==> src/rtl/uart_ctrl_pkg.sv <==
// Shared types and constants for the UART transmit scheduler.
package uart_ctrl_pkg;

    localparam int BAUD_W      = 3;
    localparam int DATA_W      = 8;
    localparam int ID_W        = 3;
    localparam int TIMEOUT_DEF = 32;

    typedef enum logic [2:0] {
        IDLE,
        GRANT,
        WRITE,
        WAIT_BUSY,
        WAIT_DONE
    } tx_state_t;

endpackage

==> src/rtl/rr_arbiter.sv <==
// Combinational round-robin arbiter: searches upward from ptr+1 (wrapping) for the first set request.
module rr_arbiter #(
    parameter int N     = 4,
    parameter int IDX_W = (N > 1) ? $clog2(N) : 1
) (
    input  logic [N-1:0]     req,
    input  logic [IDX_W-1:0] ptr,
    output logic [N-1:0]     grant,
    output logic [IDX_W-1:0] idx,
    output logic             valid
);

    always_comb begin
        int unsigned j;
        j     = 0;
        grant = '0;
        idx   = '0;
        valid = 1'b0;
        for (int k = 1; k <= N; k++) begin
            j = (int'(ptr) + k) % N;
            if (!valid && req[j[IDX_W-1:0]]) begin
                valid                = 1'b1;
                grant[j[IDX_W-1:0]]  = 1'b1;
                idx                  = j[IDX_W-1:0];
            end
        end
    end

endmodule

==> src/rtl/uart_tx_scheduler.sv <==
// Round-robin sharing of one UART transmitter between N_REQ byte requesters.
// Define UART_TX_TIMEOUT_EN to abort a frame whose Tx_BUSY never rises and pulse err.
module uart_tx_scheduler
    import uart_ctrl_pkg::*;
#(
    parameter int N_REQ   = 4,
    parameter int TIMEOUT = TIMEOUT_DEF
) (
    input  logic                      clk,
    input  logic                      reset,
    input  logic                      enable,
    input  logic [BAUD_W-1:0]         baud_cfg,
    input  logic [N_REQ-1:0]          req,
    input  logic [DATA_W*N_REQ-1:0]   req_data,
    output logic [N_REQ-1:0]          ack,
    output logic [DATA_W-1:0]         Tx_DATA,
    output logic [BAUD_W-1:0]         baud_select,
    output logic                      Tx_WR,
    output logic                      Tx_EN,
    input  logic                      Tx_BUSY,
    output logic [ID_W-1:0]           active_id,
    output logic                      err
);

    localparam int PTR_W = $clog2(N_REQ);

    tx_state_t          state;
    logic [PTR_W-1:0]   ptr;
    logic [N_REQ-1:0]   gnt_r;
    logic [N_REQ-1:0]   req_live;
    logic [N_REQ-1:0]   arb_grant;
    logic [PTR_W-1:0]   arb_idx;
    logic               arb_valid;

    // A requester being acked this cycle still holds req; keep it out of the idle wake-up test.
    assign req_live = req & ~ack;

    rr_arbiter #(
        .N     (N_REQ),
        .IDX_W (PTR_W)
    ) u_arb (
        .req   (req),
        .ptr   (ptr),
        .grant (arb_grant),
        .idx   (arb_idx),
        .valid (arb_valid)
    );

`ifdef UART_TX_TIMEOUT_EN
    localparam int CNT_W = $clog2(TIMEOUT);
    logic [CNT_W-1:0] to_cnt;
`else
    assign err = 1'b0;
`endif

    always_ff @(posedge clk or posedge reset) begin
        if (reset) begin
            state       <= IDLE;
            ptr         <= PTR_W'(N_REQ - 1);
            gnt_r       <= '0;
            ack         <= '0;
            Tx_DATA     <= '0;
            baud_select <= '0;
            Tx_WR       <= 1'b0;
            Tx_EN       <= 1'b0;
            active_id   <= '0;
`ifdef UART_TX_TIMEOUT_EN
            err         <= 1'b0;
            to_cnt      <= '0;
`endif
        end else begin
            Tx_EN <= enable;
            Tx_WR <= 1'b0;
            ack   <= '0;
`ifdef UART_TX_TIMEOUT_EN
            err   <= 1'b0;
`endif
            unique case (state)
                IDLE: begin
                    baud_select <= baud_cfg;
                    if (enable && |req_live && !Tx_BUSY)
                        state <= GRANT;
                end
                GRANT: begin
                    // A request withdrawn before this point is simply not served.
                    if (arb_valid) begin
                        Tx_DATA   <= req_data[int'(arb_idx)*DATA_W +: DATA_W];
                        active_id <= ID_W'(arb_idx);
                        ptr       <= arb_idx;
                        gnt_r     <= arb_grant;
                        Tx_WR     <= 1'b1;
                        state     <= WRITE;
                    end else begin
                        state <= IDLE;
                    end
                end
                WRITE: begin
                    state <= WAIT_BUSY;
`ifdef UART_TX_TIMEOUT_EN
                    to_cnt <= '0;
`endif
                end
                WAIT_BUSY: begin
`ifdef UART_TX_TIMEOUT_EN
                    // Expiry lands err exactly TIMEOUT cycles after the Tx_WR cycle.
                    if (Tx_BUSY) begin
                        state <= WAIT_DONE;
                    end else if (to_cnt == CNT_W'(TIMEOUT - 2)) begin
                        err   <= 1'b1;
                        state <= IDLE;
                    end else begin
                        to_cnt <= to_cnt + 1'b1;
                    end
`else
                    if (Tx_BUSY)
                        state <= WAIT_DONE;
`endif
                end
                WAIT_DONE: begin
                    if (!Tx_BUSY) begin
                        ack   <= gnt_r;
                        state <= IDLE;
                    end
                end
                default: state <= IDLE;
            endcase
        end
    end

endmodule

==> config.mk <==
export PLATFORM = sky130hd
export DESIGN_NAME = uart_tx_scheduler
export DESIGN_NICKNAME = d
export VERILOG_FILES = /design/src/rtl/uart_ctrl_pkg.sv /design/src/rtl/rr_arbiter.sv /design/src/rtl/uart_tx_scheduler.sv
export SDC_FILE = /design/constraint.sdc
export NUM_CORES = 1
export LEC_CHECK = 0
export CORE_MARGIN = 1
export CORE_UTILIZATION = 46
export CTS_CLUSTER_SIZE = 40
export DETAILED_ROUTE_END_ITERATION = 8
export PLACE_DENSITY = 0.82
export SLEW_MARGIN = 15
export SYNTH_ARGS = -nofsm -noshare
export SYNTH_HDL_FRONTEND = slang
export SYNTH_HIERARCHICAL = 1
export SYNTH_SLANG_ARGS = --single-unit
==> constraint.sdc <==
create_clock -name clk -period 3.2 [get_ports clk]
set_input_delay 0.64 -clock clk [delete_from_list [all_inputs] [get_ports clk]]
set_output_delay 0.64 -clock clk [all_outputs]
set_load 0.01 [all_outputs]
==> impl_results.md <==
- Crit start category: register
- Final-report setup violation count: 0
- ANT cells: 0
- Routed wire length: 4.00 mm
- Last weighted congestion value of the routability-driven placer: 0.867
- Final Skew: 0.00619 ns
- Largest fanout on the critical path: 17
- Boundary pin count: 64
- Cts-stage hold buffer count: 0
- Most frequently used flop master after synthesis: sky130_fd_sc_hd__dfrtp_1
- Worst-case vdd ir drop: 0.000614 V
- Worst Hold Slack: 0.508 ns
- Critical path's top delay family: multiplexers
- Final worst path period share: 90.7%
- Multi-input logic area: 1020 µm²
- Clock Tree Buf Depth: 2
- Max transition margin: 65.9%
- Std cell rows: 22
- Number of setup buffers added after CTS: 0
- Number of distinct library cells after synthesis: 44
- Cells after Synth: 162
- Number of input and output port buffers inserted: 61
- Largest net degree at the start of global routing: 29
- Pleak: 1.09 nW
- CTS tree: done
- Critical path's largest stage delay: 0.75 ns
- Signed area change from the synthesized netlist to the final layout: 40.4%
- Sequential element share of the synthesized area: 37.7%
- Routed wire per std cell: 14.4 µm
- Setup repair after global routing missed its margin: no
- Residual overflow from global routing: 0
- Top Metal Used: met4
- Register area: 703 µm²
- Length of routed met2 wiring: 2.02 mm
- GRT Overall Usage: 20.5%
- Cell area after synthesis: 1860 µm²
- Number of clock buffers inserted by TritonCTS: 3
- Number of filler cells placed in the layout: 300
- Drt first pass iters: 4
- Via density per instance: 5.44
- Kind of critical path: register to register
- Antenna violation net count after detailed routing: 0
- Fraction of final layout cells sized beyond drive strength 1: 21.8%
- Master of the slowest instance on the critical path: sky130_fd_sc_hd__dfstp_2
- Number of slew-limit violations in the final report: 0
- Post-Route M1 WL: 1.70 mm
- Vertical die dimension: 65.7 µm
- Util after Layout: 69.4%
- Clock edge transition at the registers on the reported setup and hold paths: 0.10 ns
- Clk sink count: 28
- Via count of the first global-routing pass: 1,445
- Clk_lat worst skew: 0.28 ns
- DR iter-0 viols: 107
- Type of element capturing the critical path: register
- Required @ worst endpoint: 3.37 ns
- Areal power density over the cells: 907 nW/µm²
- Initial standard-cell utilization of the core: 49.4%
- Total Nets Final: 281
- CP Cell Sequence: inv_2 > ha_1 > a21oi_2 > nor3_1 > nor2_2 > o31a_1 > buf_12 > mux4_2 > mux2_4
- Final hold vios: 0
- Synthesized area divided by synthesized cell count: 11.5 µm²
- Number of vias in the routed layout: 1,506
- Run status: complete, no violations
- Global-route wire length before repair: 6.66 mm
- Area of the placeable core: 3770 µm²
- Die Wd: 65.7 µm
- Final routed DRC violation total: 0
- Post-CTS resize count: 0
- Setup tns final: 0 ns
- Peak Freq: 344 MHz
- Register bit count reported by yosys: 28
- Final Critical Period: 2.90 ns
- Routed wire length on met3: 243 µm
- Number of synthesized flops with an enable pin: 0
- Arrival time at the worst endpoint: 3.07 ns
- Detailed placer's ending HPWL: 3.07 mm
- Buffers plus inverters on the worst setup path: 2
- Fraction of registers with async set or reset after synthesis: 100%
- Number of antenna violations at the first check in global routing: 0
- Count of H-tree levels built during CTS: 1
- Actual transition at the worst max-transition pin: 0.499 ns
- Flop2flop setup slack: 0.30 ns
- Number of warnings reported in the yosys synthesis log: 6
- Max-cap check violation count: 0
- Library cell used as clock root buffer: sky130_fd_sc_hd__clkbuf_8
- Class of the tightest hold or removal check: register to register
- DIE AREA: 4310 µm²
==> sequential cells by signal, summed over array words and instances, names as in the netlist <==
name	flops
Tx_EN	1
active_id	2
Tx_WR	1
ptr	2
ack	4
state	3
Tx_DATA	8
gnt_r	4
baud_select	3
==> layout by cell type, fill, tap and decap left out, types with 2 or more instances in the layout <==
cell type                         Yosys  routed
sky130_fd_sc_hd__clkdlybuf4s50_1      0      61
sky130_fd_sc_hd__dfrtp_1             26      26
sky130_fd_sc_hd__nand2_1             17      17
sky130_fd_sc_hd__mux2_2              11      11
sky130_fd_sc_hd__buf_4                3      10
sky130_fd_sc_hd__inv_1                9       9
sky130_fd_sc_hd__mux4_2               9       9
sky130_fd_sc_hd__ha_1                 8       8
sky130_fd_sc_hd__nor2_1               6       6
sky130_fd_sc_hd__o21ai_0              6       6
sky130_fd_sc_hd__and2_1               5       5
sky130_fd_sc_hd__o21ai_1              5       5
sky130_fd_sc_hd__nor2b_1              4       4
sky130_fd_sc_hd__mux2_4               4       4
sky130_fd_sc_hd__a221o_1              4       4
sky130_fd_sc_hd__nand2b_1             3       3
sky130_fd_sc_hd__a21oi_1              3       3
sky130_fd_sc_hd__nor3_1               3       3
sky130_fd_sc_hd__clkbuf_8             0       3
sky130_fd_sc_hd__nand3_1              2       2
sky130_fd_sc_hd__o22ai_1              2       2
sky130_fd_sc_hd__conb_1               1       2
sky130_fd_sc_hd__buf_12               1       2
sky130_fd_sc_hd__dfstp_2              2       2
sky130_fd_sc_hd__a21boi_0             2       2
sky130_fd_sc_hd__mux2i_1              2       2
==> worst reg2reg max path, stage by stage, from the launching register on <==
cell                      delay [ns]
sky130_fd_sc_hd__dfstp_2        0.75
sky130_fd_sc_hd__inv_2          0.16
sky130_fd_sc_hd__ha_1           0.48
sky130_fd_sc_hd__a21oi_2        0.17
sky130_fd_sc_hd__nor3_1         0.06
sky130_fd_sc_hd__nor2_2         0.09
sky130_fd_sc_hd__o31a_1         0.18
sky130_fd_sc_hd__buf_12         0.15
sky130_fd_sc_hd__mux4_2         0.50
sky130_fd_sc_hd__mux2_4         0.26
==> cells by family after synthesis <==
| logic type | after synthesis | synth area share, % |
|---|---|---|
| simple gates | 45 | 12.9 |
| compound gates | 32 | 13.0 |
| flops | 28 | 37.7 |
| mux | 27 | 23.0 |
| buf+inv | 21 | 7.78 |
| fa+ha+maj | 8 | 5.37 |
| other cells | 1 | 0.201 |
==> cell type report <==
type,instances,area share (%)
well taps,48,2.29
clock inverters,1,1.15
clock buffers,3,1.58
flip-flops and latches,28,26.9
inverters,10,1.43
multi-input cells,114,39.0
repair buffers,73,27.7
==> per-layer routing <==
metal	up-vias	global-route usage, %
met4	0	3.53
met5	-	0
met3	4	6.25
met1	732	26.4
li1	718	-
met2	52	34.2
==> where the power goes <==
group          total, mW  switching [mW]  internal (mW)
clock network      0.280           0.113          0.168
registers          0.654           0.144          0.510
logic               1.44           0.593          0.847
==> through the flow <==
step | instance area, µm² | instances | power, mW | setup WS, ns
global route | 2620 | 277 | 2.54 | 0.135
detailed placement | 2550 | 273 | 2.11 | 0.0408
floorplan | 1870 | 163 | 1.68 | 0.472
global placement | 2550 | 273 | 2.07 | 0.0719
finish | 2620 | 277 | 2.37 | 0.297
CTS | 2620 | 277 | 2.39 | 0.293
==> Yosys cell counts, types with 2 or more instances <==
cell type	number	share of area, %
sky130_fd_sc_hd__nor2_1	6	1.2
sky130_fd_sc_hd__nor3_1	3	0.81
sky130_fd_sc_hd__mux2_4	4	3.2
sky130_fd_sc_hd__ha_1	8	5.4
sky130_fd_sc_hd__buf_4	3	1.2
sky130_fd_sc_hd__nand2_1	17	3.4
sky130_fd_sc_hd__o21ai_0	6	1.6
sky130_fd_sc_hd__nand3_1	2	0.54
sky130_fd_sc_hd__and2_1	5	1.7
sky130_fd_sc_hd__a21oi_1	3	0.81
sky130_fd_sc_hd__mux4_2	9	11
sky130_fd_sc_hd__a21boi_0	2	0.81
sky130_fd_sc_hd__dfstp_2	2	2.8
sky130_fd_sc_hd__mux2i_1	2	1.1
sky130_fd_sc_hd__nand2b_1	3	1.0
sky130_fd_sc_hd__buf_6	5	3.0
sky130_fd_sc_hd__o21ai_1	5	1.3
sky130_fd_sc_hd__o22ai_1	2	0.67
sky130_fd_sc_hd__nor2b_1	4	1.3
sky130_fd_sc_hd__mux2_2	11	6.6
sky130_fd_sc_hd__a221o_1	4	2.1
sky130_fd_sc_hd__dfrtp_1	26	35
sky130_fd_sc_hd__inv_1	9	1.8
==> worst paths after layout <==
kind / startpoint / to / depth (start not counted)
setup / recovery: ptr[0]$_DFFE_PP1P_ / Tx_DATA[7]$_DFFE_PP0P_ / 9
hold / removal: gnt_r[0]$_DFFE_PP0P_ / ack[0]$_DFF_PP0_ / 1
setup reg to reg: ptr[0]$_DFFE_PP1P_ / Tx_DATA[7]$_DFFE_PP0P_ / 9
hold reg to reg: gnt_r[0]$_DFFE_PP0P_ / ack[0]$_DFF_PP0_ / 1
max in group asynchronous: reset / ptr[0]$_DFFE_PP1P_ / 3
min in group asynchronous: reset / baud_select[0]$_DFFE_PP0N_ / 3
Power figures use the tool's default switching activity.
